$ cat config.mk
export PLATFORM = sky130hd
export DESIGN_NAME = a25_wishbone_pbuf_flat
export DESIGN_NICKNAME = d
export VERILOG_FILES = /design/src/rtl/a25_wishbone_pbuf_pkg.sv /design/src/rtl/a25_wishbone_pbuf_if.sv /design/src/rtl/a25_sync_fifo.sv /design/src/rtl/a25_wishbone_pbuf.sv /design/src/flat_wrapper.sv
export SDC_FILE = /design/constraint.sdc
export NUM_CORES = 1
export LEC_CHECK = 0
export BUFFER_PORTS_ARGS = -buffer_cell sky130_fd_sc_hd__buf_4
export CAP_MARGIN = 20
export CORE_MARGIN = 2
export CORE_UTILIZATION = 51
export CTS_BUF_LIST = sky130_fd_sc_hd__clkbuf_8
export DETAILED_ROUTE_END_ITERATION = 7
export HOLD_SLACK_MARGIN = 0.03
export PLACE_DENSITY = 0.78
export SLEW_MARGIN = 20
export SYNTH_ARGS = -nofsm -noshare
export SYNTH_HDL_FRONTEND = slang
export SYNTH_SLANG_ARGS = --single-unit
$ cat constraint.sdc
create_clock -name i_clk -period 5.95 [get_ports i_clk]
set_clock_uncertainty 0.15 [all_clocks]
set_input_delay 0.595 -clock i_clk [delete_from_list [all_inputs] [get_ports i_clk]]
set_output_delay 0.595 -clock i_clk [all_outputs]
set_load 0.05 [all_outputs]
$ cat src/rtl/a25_wishbone_pbuf_pkg.sv
`default_nettype none
// ============================================================================
//  Module      : a25_wb_pkg
//  Description : Shared definitions for the Amber wishbone posted-write
//                buffer: read FSM state encoding and width derivations.
//  Revision    : 1.0 - initial release
// ============================================================================
package a25_wb_pkg;

  // Read sequencing states: IDLE = 0, RD_WAIT = 1
  typedef enum logic [0:0] {
    RD_IDLE = 1'b0,
    RD_WAIT = 1'b1
  } rd_state_t;

  // Byte-enable width for a given data width
  function automatic int be_width(input int data_w);
    return data_w / 8;
  endfunction

  // Level counter width able to hold 0..depth inclusive
  function automatic int cnt_width(input int depth);
    return $clog2(depth) + 1;
  endfunction

endpackage
`default_nettype wire

$ cat src/rtl/a25_wishbone_pbuf_if.sv
`default_nettype none
// ============================================================================
//  Module      : a25_wishbone_pbuf_if
//  Description : Request/response bundle used on both sides of the posted
//                write buffer. On the core side the buffer is the slave
//                (ack = completion, rdata_valid = read completion); on the
//                arbiter side it is the master (ack = request accepted).
//  Revision    : 1.0 - initial release
// ============================================================================
interface a25_wishbone_pbuf_if #(
  parameter int DATA_W = 128,
  parameter int ADDR_W = 32
);
  localparam int BE_W = DATA_W / 8;

  logic              valid;
  logic              write;
  logic [DATA_W-1:0] wdata;
  logic [BE_W-1:0]   be;
  logic [ADDR_W-1:0] addr;
  logic              ack;
  logic [DATA_W-1:0] rdata;
  logic              rdata_valid;

  modport master (
    output valid, write, wdata, be, addr,
    input  ack, rdata, rdata_valid
  );

  modport slave (
    input  valid, write, wdata, be, addr,
    output ack, rdata, rdata_valid
  );
endinterface
`default_nettype wire

$ cat src/rtl/a25_sync_fifo.sv
`default_nettype none
// ============================================================================
//  Module      : a25_sync_fifo
//  Description : Synchronous circular-buffer FIFO with registered occupancy
//                count, full/empty flags and synchronous active-high reset.
//                DEPTH must be a power of two so pointers wrap naturally.
//  Revision    : 1.0 - initial release
// ============================================================================
module a25_sync_fifo #(
  parameter  int W     = 8,
  parameter  int DEPTH = 4,
  localparam int PTR_W = $clog2(DEPTH),
  localparam int CNT_W = $clog2(DEPTH) + 1
) (
  input  wire logic             i_clk,
  input  wire logic             i_rst,
  input  wire logic             i_push,
  input  wire logic             i_pop,
  input  wire logic [W-1:0]     i_wdata,
  output logic      [W-1:0]     o_rdata,
  output logic      [CNT_W-1:0] o_count,
  output logic                  o_full,
  output logic                  o_empty
);

  logic [W-1:0]     r_mem [DEPTH];
  logic [PTR_W-1:0] r_wr_ptr;
  logic [PTR_W-1:0] r_rd_ptr;
  logic [CNT_W-1:0] r_count;

  logic w_do_push;
  logic w_do_pop;

  assign o_full    = (r_count == CNT_W'(DEPTH));
  assign o_empty   = (r_count == '0);
  assign w_do_push = i_push & ~o_full;
  assign w_do_pop  = i_pop & ~o_empty;
  assign o_rdata   = r_mem[r_rd_ptr];
  assign o_count   = r_count;

  // Storage write; contents need no reset since count gates visibility
  always_ff @(posedge i_clk) begin
    if (w_do_push) begin
      r_mem[r_wr_ptr] <= i_wdata;
    end
  end

  // Pointers and occupancy; simultaneous push and pop leaves count unchanged
  always_ff @(posedge i_clk) begin
    if (i_rst) begin
      r_wr_ptr <= '0;
      r_rd_ptr <= '0;
      r_count  <= '0;
    end else begin
      if (w_do_push) begin
        r_wr_ptr <= r_wr_ptr + 1'b1;
      end
      if (w_do_pop) begin
        r_rd_ptr <= r_rd_ptr + 1'b1;
      end
      case ({w_do_push, w_do_pop})
        2'b10:   r_count <= r_count + 1'b1;
        2'b01:   r_count <= r_count - 1'b1;
        default: r_count <= r_count;
      endcase
    end
  end

endmodule
`default_nettype wire

$ cat src/rtl/a25_wishbone_pbuf.sv
`default_nettype none
// ============================================================================
//  Module      : a25_wishbone_pbuf
//  Description : Posted-write buffer between an Amber core port and the
//                wishbone arbiter. Writes are acked on entry to a FIFO;
//                reads wait for the FIFO to drain, then go out unbuffered
//                and are acked when read data returns.
//  Revision    : 1.0 - initial release
// ============================================================================
module a25_wishbone_pbuf
  import a25_wb_pkg::*;
#(
  parameter  int DATA_W = 128,
  parameter  int ADDR_W = 32,
  parameter  int DEPTH  = 4,
  localparam int BE_W   = be_width(DATA_W),
  localparam int CNT_W  = cnt_width(DEPTH)
) (
  input  wire logic     i_clk,
  input  wire logic     i_rst,
  a25_wishbone_pbuf_if.slave  io_core,
  a25_wishbone_pbuf_if.master io_bus,
  output logic [CNT_W-1:0] o_level,
  output logic             o_empty
);

  localparam int ENTRY_W = ADDR_W + BE_W + DATA_W;

  rd_state_t r_state;
  rd_state_t w_state_nxt;

  logic [ENTRY_W-1:0] w_head;
  logic [ADDR_W-1:0]  w_head_addr;
  logic [BE_W-1:0]    w_head_be;
  logic [DATA_W-1:0]  w_head_wdata;
  logic [CNT_W-1:0]   w_count;
  logic               w_full;
  logic               w_level_zero;

  logic w_wr_req;
  logic w_rd_req;
  logic w_push;
  logic w_bypass;
  logic w_pop;
  logic w_rd_done;

  logic              w_valid;
  logic              w_bus_write;
  logic [ADDR_W-1:0] w_bus_addr;
  logic [BE_W-1:0]   w_bus_be;
  logic [DATA_W-1:0] w_bus_wdata;

  assign w_head_addr  = w_head[DATA_W+BE_W +: ADDR_W];
  assign w_head_be    = w_head[DATA_W +: BE_W];
  assign w_head_wdata = w_head[0 +: DATA_W];

  assign w_wr_req = io_core.valid & io_core.write;
  assign w_rd_req = io_core.valid & ~io_core.write;

  // Writes are taken whenever there is room; none while a read is in flight
  assign w_push = w_wr_req & ~w_full & ~i_rst & (r_state == RD_IDLE);

  // A write arriving at an empty queue is shown on the bus directly; if the
  // arbiter takes it that same cycle it never needs to occupy an entry.
  assign w_bypass = w_push & w_level_zero & io_bus.ack;
  assign w_pop    = w_valid & io_bus.ack & ~w_level_zero;

  assign w_rd_done = (r_state == RD_WAIT) & io_bus.rdata_valid & ~i_rst;

  a25_sync_fifo #(
    .W     (ENTRY_W),
    .DEPTH (DEPTH)
  ) u_fifo (
    .i_clk   (i_clk),
    .i_rst   (i_rst),
    .i_push  (w_push & ~w_bypass),
    .i_pop   (w_pop),
    .i_wdata ({io_core.addr, io_core.be, io_core.wdata}),
    .o_rdata (w_head),
    .o_count (w_count),
    .o_full  (w_full),
    .o_empty (w_level_zero)
  );

  // Read FSM state register
  always_ff @(posedge i_clk) begin
    if (i_rst) begin
      r_state <= RD_IDLE;
    end else begin
      r_state <= w_state_nxt;
    end
  end

  // Read FSM next state and arbiter-side request muxing
  always_comb begin
    w_state_nxt = r_state;
    w_valid     = 1'b0;
    w_bus_write = io_core.write;
    w_bus_addr  = io_core.addr;
    w_bus_be    = io_core.be;
    w_bus_wdata = io_core.wdata;

    case (r_state)
      RD_IDLE: begin
        if (w_rd_req && w_level_zero && io_bus.ack) begin
          w_state_nxt = RD_WAIT;
        end
      end
      RD_WAIT: begin
        if (io_bus.rdata_valid) begin
          w_state_nxt = RD_IDLE;
        end
      end
      default: w_state_nxt = RD_IDLE;
    endcase

    if (!w_level_zero) begin
      // Queued writes always go first, head of queue on the bus
      w_valid     = 1'b1;
      w_bus_write = 1'b1;
      w_bus_addr  = w_head_addr;
      w_bus_be    = w_head_be;
      w_bus_wdata = w_head_wdata;
    end else if (r_state == RD_IDLE) begin
      if (w_wr_req) begin
        w_valid = 1'b1;
      end else if (w_rd_req) begin
        w_valid     = 1'b1;
        w_bus_write = 1'b0;
        w_bus_be    = '1;
      end
    end

    if (i_rst) begin
      w_valid = 1'b0;
    end
  end

  assign io_bus.valid = w_valid;
  assign io_bus.write = w_bus_write;
  assign io_bus.addr  = w_bus_addr;
  assign io_bus.be    = w_bus_be;
  assign io_bus.wdata = w_bus_wdata;

  assign io_core.ack         = w_push | w_rd_done;
  assign io_core.rdata       = io_bus.rdata;
  assign io_core.rdata_valid = w_rd_done;

  assign o_level = w_count;
  assign o_empty = w_level_zero & (r_state == RD_IDLE);

endmodule
`default_nettype wire
$ cat src/flat_wrapper.sv
// flat-port wrapper written by rule: the top's interface ports become plain ports
module a25_wishbone_pbuf_flat import a25_wb_pkg::*;
#(
  parameter  int DATA_W = 128,
  parameter  int ADDR_W = 32,
  parameter  int DEPTH  = 4,
  localparam int BE_W   = be_width(DATA_W),
  localparam int CNT_W  = cnt_width(DEPTH)
)
  (i_clk, i_rst, o_level, o_empty, io_core_valid, io_core_write, io_core_wdata, io_core_be, io_core_addr, io_core_ack, io_core_rdata, io_core_rdata_valid, io_bus_valid, io_bus_write, io_bus_wdata, io_bus_be, io_bus_addr, io_bus_ack, io_bus_rdata, io_bus_rdata_valid);
  a25_wishbone_pbuf_if #(.DATA_W(DATA_W), .ADDR_W(ADDR_W)) io_core_i ();
  a25_wishbone_pbuf_if #(.DATA_W(DATA_W), .ADDR_W(ADDR_W)) io_bus_i ();
  input  wire logic i_clk;
  input  wire logic i_rst;
  output logic [CNT_W-1:0] o_level;
  output logic o_empty;
  input wire logic [$bits(io_core_i.valid)-1:0] io_core_valid;
  input wire logic [$bits(io_core_i.write)-1:0] io_core_write;
  input wire logic [$bits(io_core_i.wdata)-1:0] io_core_wdata;
  input wire logic [$bits(io_core_i.be)-1:0] io_core_be;
  input wire logic [$bits(io_core_i.addr)-1:0] io_core_addr;
  output wire logic [$bits(io_core_i.ack)-1:0] io_core_ack;
  output wire logic [$bits(io_core_i.rdata)-1:0] io_core_rdata;
  output wire logic [$bits(io_core_i.rdata_valid)-1:0] io_core_rdata_valid;
  output wire logic [$bits(io_bus_i.valid)-1:0] io_bus_valid;
  output wire logic [$bits(io_bus_i.write)-1:0] io_bus_write;
  output wire logic [$bits(io_bus_i.wdata)-1:0] io_bus_wdata;
  output wire logic [$bits(io_bus_i.be)-1:0] io_bus_be;
  output wire logic [$bits(io_bus_i.addr)-1:0] io_bus_addr;
  input wire logic [$bits(io_bus_i.ack)-1:0] io_bus_ack;
  input wire logic [$bits(io_bus_i.rdata)-1:0] io_bus_rdata;
  input wire logic [$bits(io_bus_i.rdata_valid)-1:0] io_bus_rdata_valid;
  assign io_core_i.valid = io_core_valid;
  assign io_core_i.write = io_core_write;
  assign io_core_i.wdata = io_core_wdata;
  assign io_core_i.be = io_core_be;
  assign io_core_i.addr = io_core_addr;
  assign io_core_ack = io_core_i.ack;
  assign io_core_rdata = io_core_i.rdata;
  assign io_core_rdata_valid = io_core_i.rdata_valid;
  assign io_bus_valid = io_bus_i.valid;
  assign io_bus_write = io_bus_i.write;
  assign io_bus_wdata = io_bus_i.wdata;
  assign io_bus_be = io_bus_i.be;
  assign io_bus_addr = io_bus_i.addr;
  assign io_bus_i.ack = io_bus_ack;
  assign io_bus_i.rdata = io_bus_rdata;
  assign io_bus_i.rdata_valid = io_bus_rdata_valid;
  a25_wishbone_pbuf #(.DATA_W(DATA_W), .ADDR_W(ADDR_W), .DEPTH(DEPTH)) u_core (.i_clk(i_clk), .i_rst(i_rst), .io_core(io_core_i), .io_bus(io_bus_i), .o_level(o_level), .o_empty(o_empty));
endmodule
# Yosys cells after proc, flatten, opt, wreduce, memory -nomap -nowiden
# Memories as Yosys holds them, arrays and structs flattened. A register that Yosys moved wholly into a read port is not among the register bits.
# Cells that the tools add are included.
# op_classes
shift,0
n_mux,23
n_reduce_logical,4
n_lt_le_gt_ge,0
n_eq_ne,3
multipliers,0
add_sub_neg,4
bitwise,22
n_div,0
# ops
op,n
$mux W128,1
$mux W16,4
$mux W32,1
$and A1 B1 Y1,15
$mux W1,13
$not A1 Y1,6
$pmux W3 S2,1
$add A2 B1 Y2 const B,2
$mux W2,2
$add A3 B1 Y3 const B,1
$eq A3 B3 Y1 const B,1
$logic_not A3 Y1,1
$sub A3 B1 Y3 const B,1
$eq A2 B1 Y1 const B,1
$eq A2 B2 Y1 const B,1
$logic_and A1 B1 Y1,2
$pmux W1 S2,1
$reduce_bool A2 Y1,1
$or A1 B1 Y1,1
# totals
output_inout_bits,312
ram_bits,704
latch_bits,0
mem_count,1
rom_bits,0
regBits,8
# memory_table
memory,depth,word_bits,rd,rd_clocked_by_memory_dff,wr,line_no,source
u_core.u_fifo.r_mem,4,176,1,1,1,a25_sync_fifo.sv:26,logic [W-1:0] r_mem [DEPTH];

# Longest topological paths before layout
# Gate-level depths: netlist of the first run.
# logic_depth
word_depth,12
mapped_depth,10
depth_no_buf,9

# Cells and area by module
# A second synthesis of the first run with hierarchy kept.
# unflattened
cells_unflattened,1349
area_unflattened_um2,29110.4
# by_module_without_submodules
mod,area_each_um2,n_inst,cells_each,seq_area_each_um2
a25_sync_fifo,25876.1,1,974,21320.4
a25_wishbone_pbuf,3234.4,1,375,20.0

# Least setup slack after synthesis of the first run
# No wires, ideal clock.
# synth_path
path_kind,input port to flip-flop
from,in i_rst
to,mem u_core.u_fifo.r_mem[0][0] (netlist name) (enable)
t_required_ns,5.242
stages,3
arrival_time_ns,5.193
setup_time_ns,0.558
setup_slack_ns,0.050
path_cell_list,and4bb_2 -> o31a_1 -> and2_1
# synth_via
elab_chain_len,10
# synth_rtl
element,line_no,source
start: declaration,flat_wrapper.sv:14,input wire logic i_rst;
$not A1 Y1 *,a25_wishbone_pbuf.sv:61,assign w_push = w_wr_req & ~w_full & ~i_rst & (r_state == RD_IDLE);
$and A1 B1 Y1 * (2 in series),a25_wishbone_pbuf.sv:61,
$and A1 B1 Y1 (2 in series),a25_wishbone_pbuf.sv:65,assign w_bypass = w_push & w_level_zero & io_bus.ack;
$not A1 Y1,a25_wishbone_pbuf.sv:76,".i_push (w_push & ~w_bypass),"
$and A1 B1 Y1 *,a25_wishbone_pbuf.sv:76,
$and A1 B1 Y1 *,a25_sync_fifo.sv:36,assign w_do_push = i_push & ~o_full;
$mux W1 *,a25_sync_fifo.sv:43,if (w_do_push) begin
$mux W1 (not written as such) *,a25_sync_fifo.sv:44,r_mem[r_wr_ptr] <= i_wdata;
end: declaration,a25_sync_fifo.sv:26,
# Mark *: on every way between the ends. The rest lies on a longest branch, timed or not.

==> results_dict.tcl, run 1 <==
set metrics [dict create \
    pin_count 622 \
    max_capacitance_violation_total 0 \
    antenna_violations_before_repair 10 \
    layout.cells.non_filler 2960 \
    area_of_the_multi_input_gates_um2 6260 \
    fp.dieW_um 243 \
    globalRouteTotalUtil 0.255 \
    synth.yosys.seq_area_share 0.735 \
    synth_area_um2 29000 \
    rows 87 \
    grt_pass1_wl_mm 111 \
    pwr-share-clk 0.340 \
    crit_path_max_fanout 43 \
    cts_max_level 3 \
    synth_largest_type_area_fraction 0.728 \
    post-cts-setup-buffer-count 0 \
    layout.core_utilization 0.626 \
    end_kind "primary output" \
    clk_path_buf_depth 3 \
    clk_latency_ns 0.68 \
    synthesis.yosys.warnings 0 \
    headroom_to_the_max_slew_limit 0.263 \
    synthDistinctLibCells 31 \
    setup_viol 0 \
    crit_path_max_incr_delay_ns 0.95 \
    initial_core_util 0.515 \
    grt_max_degree 180 \
    hpwl_dp_mm 44.9 \
    path_cells "buf_4 -> mux4_2 -> nand2_1 -> nand2_1 -> buf_4" \
    power.density_cell_area_nw_per_um2 301 \
    net-switching-power_mw 2.78 \
    worst_ep_arrival_time_ns 3.23 \
    cts.repair.resized 0 \
    area_growth_syn_to_layout_pct 21.5 \
    grtUsageMet1 0.285 \
    run_status "completed" \
    timing.critical_path.from_type "register" \
    clock.fmax_mhz 252 \
    crit_path_top_delay_cell "sky130_fd_sc_hd__dfxtp_4" \
    cell_chosen_for_the_clock_root "sky130_fd_sc_hd__clkbuf_8" \
    num-fill-cells 3939 \
    ir_worst_vdd_uv 243 \
    cts.reportedPaths.clkPinSlew_ns 0.06 \
    cts_num_sinks 714 \
    drc_errors 0 \
    layout.nets 2428 \
    synth_area_leaders "sky130_fd_sc_hd__edfxtp_1 (73%), sky130_fd_sc_hd__mux4_2 (14%), sky130_fd_sc_hd__nand2_1 (6.2%)" \
    p_seq_frac 0.526 \
    routed_wl_mm 75.3 \
    p_int_mw 7.83 \
    fin_crit_ns 3.97 \
    die_area_um2 58900 \
    timing.critical_path.required_ns 5.20 \
    final_antenna_net_count 0 \
    rsz_0062_raised_after_global_routing "false" \
    synth_area_per_cell_um2 17.6 \
    drt_first_iter_violations 1369 \
    global_route.overflow_total 0 \
    routed_wire_length_per_instance_um 25.4 \
    combinationalPowerShare 0.134 \
    vias 16600 \
    fp.dieH_um 243 \
    power_switching_share 0.262 \
    globalRoute.busiestLayer "met2" \
    drv_slew 0 \
    leakage_nw 12.6 \
    postSynthRegisterBits 714 \
    timing.hold.worst.class "input port to register" \
    gr-usage-met3 0.0831 \
    synth_top_cell_by_area "sky130_fd_sc_hd__edfxtp_1" \
    tightest_slew_ns 1.11 \
    routed_via_density 5.61 \
    dr_pass1_iterations 5 \
    postSynthCellCount 1647 \
    bufs_and_invs_on_worst_path 2 \
    timing.final.crit_share 0.668 \
    tritoncts.num_buffers 109 \
    post_route_cells_drive_above_1_share 0.321 \
    tns_ns 0 \
    cpLargestDelayFamily "flip-flops" \
    cts_tree "built" \
    grt.met2_usage 0.433 \
    critPathKind "register to primary output" \
    port_buffers 365 \
    finalWeightedCongestion 0.808 \
    post_cts_hold_buffer_count 178 \
    sequential_cell_area_um2 21300 \
    place.detailed.instances 2579 \
    timing.final.hold_violations 0 \
    syn_nets 1963 \
    design.core.area_um2 56400 \
    vias_in_the_first_global_route 17300 \
]
-- cells by family after synthesis --
| group | share of synthesized area |
|---|---|
| AO/OA/AOI/OAI | 0.00663 |
| XOR/XNOR | 0.00151 |
| adder cells (fa/ha/maj) | 0.00284 |
| buffers and inverters | 0.0502 |
| flip-flops | 0.735 |
| multiplexers | 0.137 |
| AND/OR/NAND/NOR | 0.0672 |
-- synth_stat cells (all sizes together) --
master	count
o21ai	2
dfxtp	10
clkbuf	10
nor3b	1
xor2	4
ha	5
buf	197
mux2i	1
nand2	481
a21o	1
or3	2
and4bb	1
edfxtp	704
inv	7
xnor2	1
a22oi	1
a21oi	3
fa	1
o22a	16
o31a	1
nand3	2
and2	4
mux4	176
nor3	2
nand2b	2
nor2	12
-- per-stage QoR --
stage	worst slack, ns	hold WS, ns	cell area [um^2]	total power, mW
6_report	1.98	0.123	35300	10.6
3_3_place_gp	2.58	0.358	31600	6.98
5_1_grt	1.69	0.104	35300	11.0
4_1_cts	1.83	0.0490	35300	10.7
2_1_floorplan	0.0497	0.335	29000	6.75
3_5_place_dp	2.54	0.389	31600	7.00
-- placed cells by master, fill, tap and decap left out, drive strengths merged, types with 2 or more instances in the layout --
| cell type | Yosys | final |
|---|---|---|
| edfxtp | 704 | 704 |
| nand2 | 481 | 481 |
| buf | 197 | 383 |
| dlygate4sd3 | 0 | 178 |
| mux4 | 176 | 176 |
| clkbuf | 10 | 112 |
| clkinv | 0 | 46 |
| inv | 7 | 38 |
| o22a | 16 | 16 |
| nor2 | 12 | 12 |
| dfxtp | 10 | 10 |
| diode | 0 | 9 |
| ha | 5 | 5 |
| and2 | 4 | 4 |
| xor2 | 4 | 4 |
| clkinvlp | 0 | 4 |
| a21oi | 3 | 3 |
| nand2b | 2 | 2 |
| nand3 | 2 | 2 |
| or3 | 2 | 2 |
| nor3 | 2 | 2 |
| o21ai | 2 | 2 |
-- flip-flops by register name, summed over array words and instances, names as in the netlist, named ones only --
| name | count |
|---|---|
| u_core.u_fifo.r_rd_ptr | 2 |
| u_core.u_fifo.r_wr_ptr | 2 |
| u_core.u_fifo.o_count | 3 |
| u_core.r_state | 1 |
| u_core.u_fifo.r_mem | 704 |
-- metal layers --
metal | share of wire | wire length [um]
met1 | 0.34 | 25600
met4 | 0.048 | 3590
met5 | 0.0012 | 94
met3 | 0.092 | 6900
met2 | 0.52 | 39100
-- power groups by stage --
stage	Sequential (mW)	Combinational, mW	Clock, mW
detailed placement	5.69	1.31	0
floorplan	5.68	1.06	0
finish	5.58	1.43	3.61
global placement	5.68	1.30	0
global route	5.58	1.49	3.90
CTS	5.58	1.42	3.67
-- area by class of cell --
| class | instances | share of cell area |
|---|---|---|
| clock inverter | 82 | 0.0108 |
| multi-input combinational | 719 | 0.177 |
| timing repair buffer | 561 | 0.135 |
| inverter | 7 | 0.000744 |
| tap | 756 | 0.0268 |
| antenna | 9 | 0.000638 |
| sequential | 714 | 0.605 |
| clock buffer | 112 | 0.0437 |
-- worst min-delay path, stage by stage --
cell	delay, ns
sky130_fd_sc_hd__buf_4	0.11
sky130_fd_sc_hd__inv_1	0.06
sky130_fd_sc_hd__a22oi_1	0.08
sky130_fd_sc_hd__nor2_1	0.08
-- worst paths after layout --
path	startpoint	end	slack, ns	cells after the start
max	register	io_bus_wdata[111]	1.98	5
min	io_bus_rdata_valid	u_core.r_state	0.12	4
min reg2reg	u_core.u_fifo.r_wr_ptr[1]	u_core.u_fifo.r_wr_ptr[1]	0.40	2
max reg2reg	u_core.u_fifo.o_count[0]	u_core.u_fifo.o_count[2]	2.78	9
No activity file was read; power rests on OpenSTA's default activity.
==> inputs of run 2 (changes only) <==
clock period = 3.34 ns   (was 5.95 ns; I/O delays follow)
==> results_dict.tcl, run 2 (synthesized netlist as in run 1, its figures left out) <==
set metrics [dict create \
    post-cts-setup-buffer-count 0 \
    port_buffers 365 \
    drc_errors 0 \
    fin_crit_ns 3.19 \
    rows 87 \
    crit_path_max_fanout 163 \
    clock.fmax_mhz 314 \
    grt_pass1_wl_mm 113 \
    timing.final.hold_violations 0 \
    setup_viol 0 \
    reg_to_reg_critical_path_endpoint "u_core.u_fifo.o_count[2]" \
    grt_max_degree 164 \
    dr_pass1_iterations 5 \
    cts.reportedPaths.clkPinSlew_ns 0.06 \
    topRoutingLayerUsed "met5" \
    power.total_mw 19.3 \
    largest_register_ff_count 704 \
    worst_setup_path_endpoint "io_bus_addr[28]" \
    min_delay_path_depth 2 \
    headroom_to_the_max_slew_limit 0.306 \
    clk_path_buf_depth 3 \
    final_antenna_net_count 0 \
    cts_num_sinks 714 \
    die_area_um2 58900 \
    registers.top_by_ff_count "u_core.u_fifo.r_mem" \
    fp.dieW_um 243 \
    vias 16700 \
    worst_ep_arrival_time_ns 2.70 \
    worst_r2r_path_depth 9 \
    max_capacitance_violation_total 0 \
    area_growth_syn_to_layout_pct 23.2 \
    post_route_cells_drive_above_1_share 0.329 \
    routed_via_density 5.59 \
    timing.critical_path.from_type "register" \
    vias_in_the_first_global_route 17200 \
    global_route.overflow_total 0 \
    cts_max_level 3 \
    routed_wl_mm 78.3 \
    routed_wire_length_per_instance_um 26.1 \
    fp.dieH_um 243 \
    r2r_slack_ns 0.85 \
    layout.nets 2460 \
    timing.critical_path.required_ns 2.86 \
    tightest_slew_ns 1.04 \
    run_status "completed" \
    cell_chosen_for_the_clock_root "sky130_fd_sc_hd__clkbuf_8" \
    num-fill-cells 3857 \
    antenna_violations_before_repair 16 \
    design.core.area_um2 56400 \
    ir_worst_vdd_uv 506 \
    hpwl_dp_mm 49.6 \
    drv_slew 0 \
    finalWeightedCongestion 0.823 \
    tritoncts.num_buffers 110 \
    leakage_nw 12.8 \
    globalRouteTotalUtil 0.261 \
    critPathKind "register to primary output" \
    fin_area_um2 35800 \
    initial_core_util 0.515 \
    placedInstanceArea_um2 31900 \
    layout.core_utilization 0.634 \
    mostFrequentLayoutCell "sky130_fd_sc_hd__edfxtp_1" \
    timing.final.crit_share 0.955 \
    timing.hold.worst.class "input port to register" \
    reg2reg_from "u_core.u_fifo.o_count[2]" \
    power.density_cell_area_nw_per_um2 538 \
    met3RoutedLength_mm 7.95 \
    clk_latency_ns 0.70 \
    drt_first_iter_violations 1421 \
    pin_count 622 \
    setup.worst_path.start "u_core.u_fifo.o_count[0]" \
    wl_met2_mm 40.3 \
    final_cell_mix "sky130_fd_sc_hd__edfxtp_1 (704), sky130_fd_sc_hd__nand2_1 (481), sky130_fd_sc_hd__buf_4 (391), sky130_fd_sc_hd__dlygate4sd3_1 (181), sky130_fd_sc_hd__mux4_2 (176)" \
    holdWs_ns 0.227 \
    met1_length_mm 26.4 \
    end_kind "primary output" \
    cts_tree "built" \
    rsz_0062_raised_after_global_routing "false" \
]
run 2: changes by cell type in the layout (fill, tap and decap cells not counted), sizes merged:
| cell | change |
|---|---|
| clkinv | -2 |
| buf | +28 |
| diode | +4 |
| inv | +7 |
| dlygate4sd3 | +3 |
| clkinvlp | -3 |
| bufinv | +2 |
| clkbuf | -1 |
run 2: through the flow:
step | setup WS, ns | std cells | setup TNS, ns
after global placement | 0.769 | 2607 | 0
final | 0.151 | 2998 | 0
after CTS | 0.0433 | 2985 | 0
after detailed placement | 0.721 | 2607 | 0
after global routing | 0.00777 | 2996 | 0
after floorplan | -0.531 | 1647 | -373.71
run 2: layout make-up:
| cell class | count | area, um^2 | area share |
|---|---|---|---|
| Tap cell | 756 | 946 | 0.0264 |
| Multi-Input combinational cell | 719 | 6260 | 0.175 |
| Inverter | 7 | 26.3 | 0.000735 |
| Antenna cell | 13 | 32.5 | 0.000909 |
| Clock inverter | 86 | 474 | 0.0133 |
| Timing Repair Buffer | 592 | 5150 | 0.144 |
| Clock buffer | 111 | 1530 | 0.0427 |
| Sequential cell | 714 | 21300 | 0.597 |
run 2: repair_timing:
item,CTS,global route
hold endpoints to repair,714,0
endpoints found under the setup margin,0,6
hold buffers,181,0
gates resized for setup,0,1
run 2: worst min path at each step:
stage,start,endpoint,slack [ns]
floorplan,i_rst,u_core.u_fifo.o_count[2],0.25
global placement,u_core.u_fifo.r_rd_ptr[1],register,0.36
detailed placement,u_core.u_fifo.r_rd_ptr[1],register,0.38
CTS,io_core_wdata[100],u_core.u_fifo.r_mem[0][100],0.14
global route,io_core_addr[14],u_core.u_fifo.r_mem[3][158],0.17
finish,io_core_be[0],u_core.u_fifo.r_mem[1][128],0.23
run 2: metal layers:
layer,global-route usage,vias to the layer above
li1,-,7125
met1,0.298,8465
met2,0.439,944
met3,0.0938,201
met4,0.124,10
met5,0.0123,-
run 2: where the power goes:
part / internal [mW] / leakage (nW) / switching [mW]
combinational: 0.894 / 5.25 / 1.72
sequential: 9.91 / 6.42 / 0.0209
clock: 3.34 / 1.15 / 3.36
total: 14.1 / 12.8 / 5.11
run 2: critical path, cell delays in order (launching register included):
cell	delay, ns
sky130_fd_sc_hd__dfxtp_1	0.50
sky130_fd_sc_hd__or3_4	0.22
sky130_fd_sc_hd__buf_16	0.55
sky130_fd_sc_hd__nand2_1	0.17
sky130_fd_sc_hd__nand2_1	0.20
sky130_fd_sc_hd__buf_4	0.23
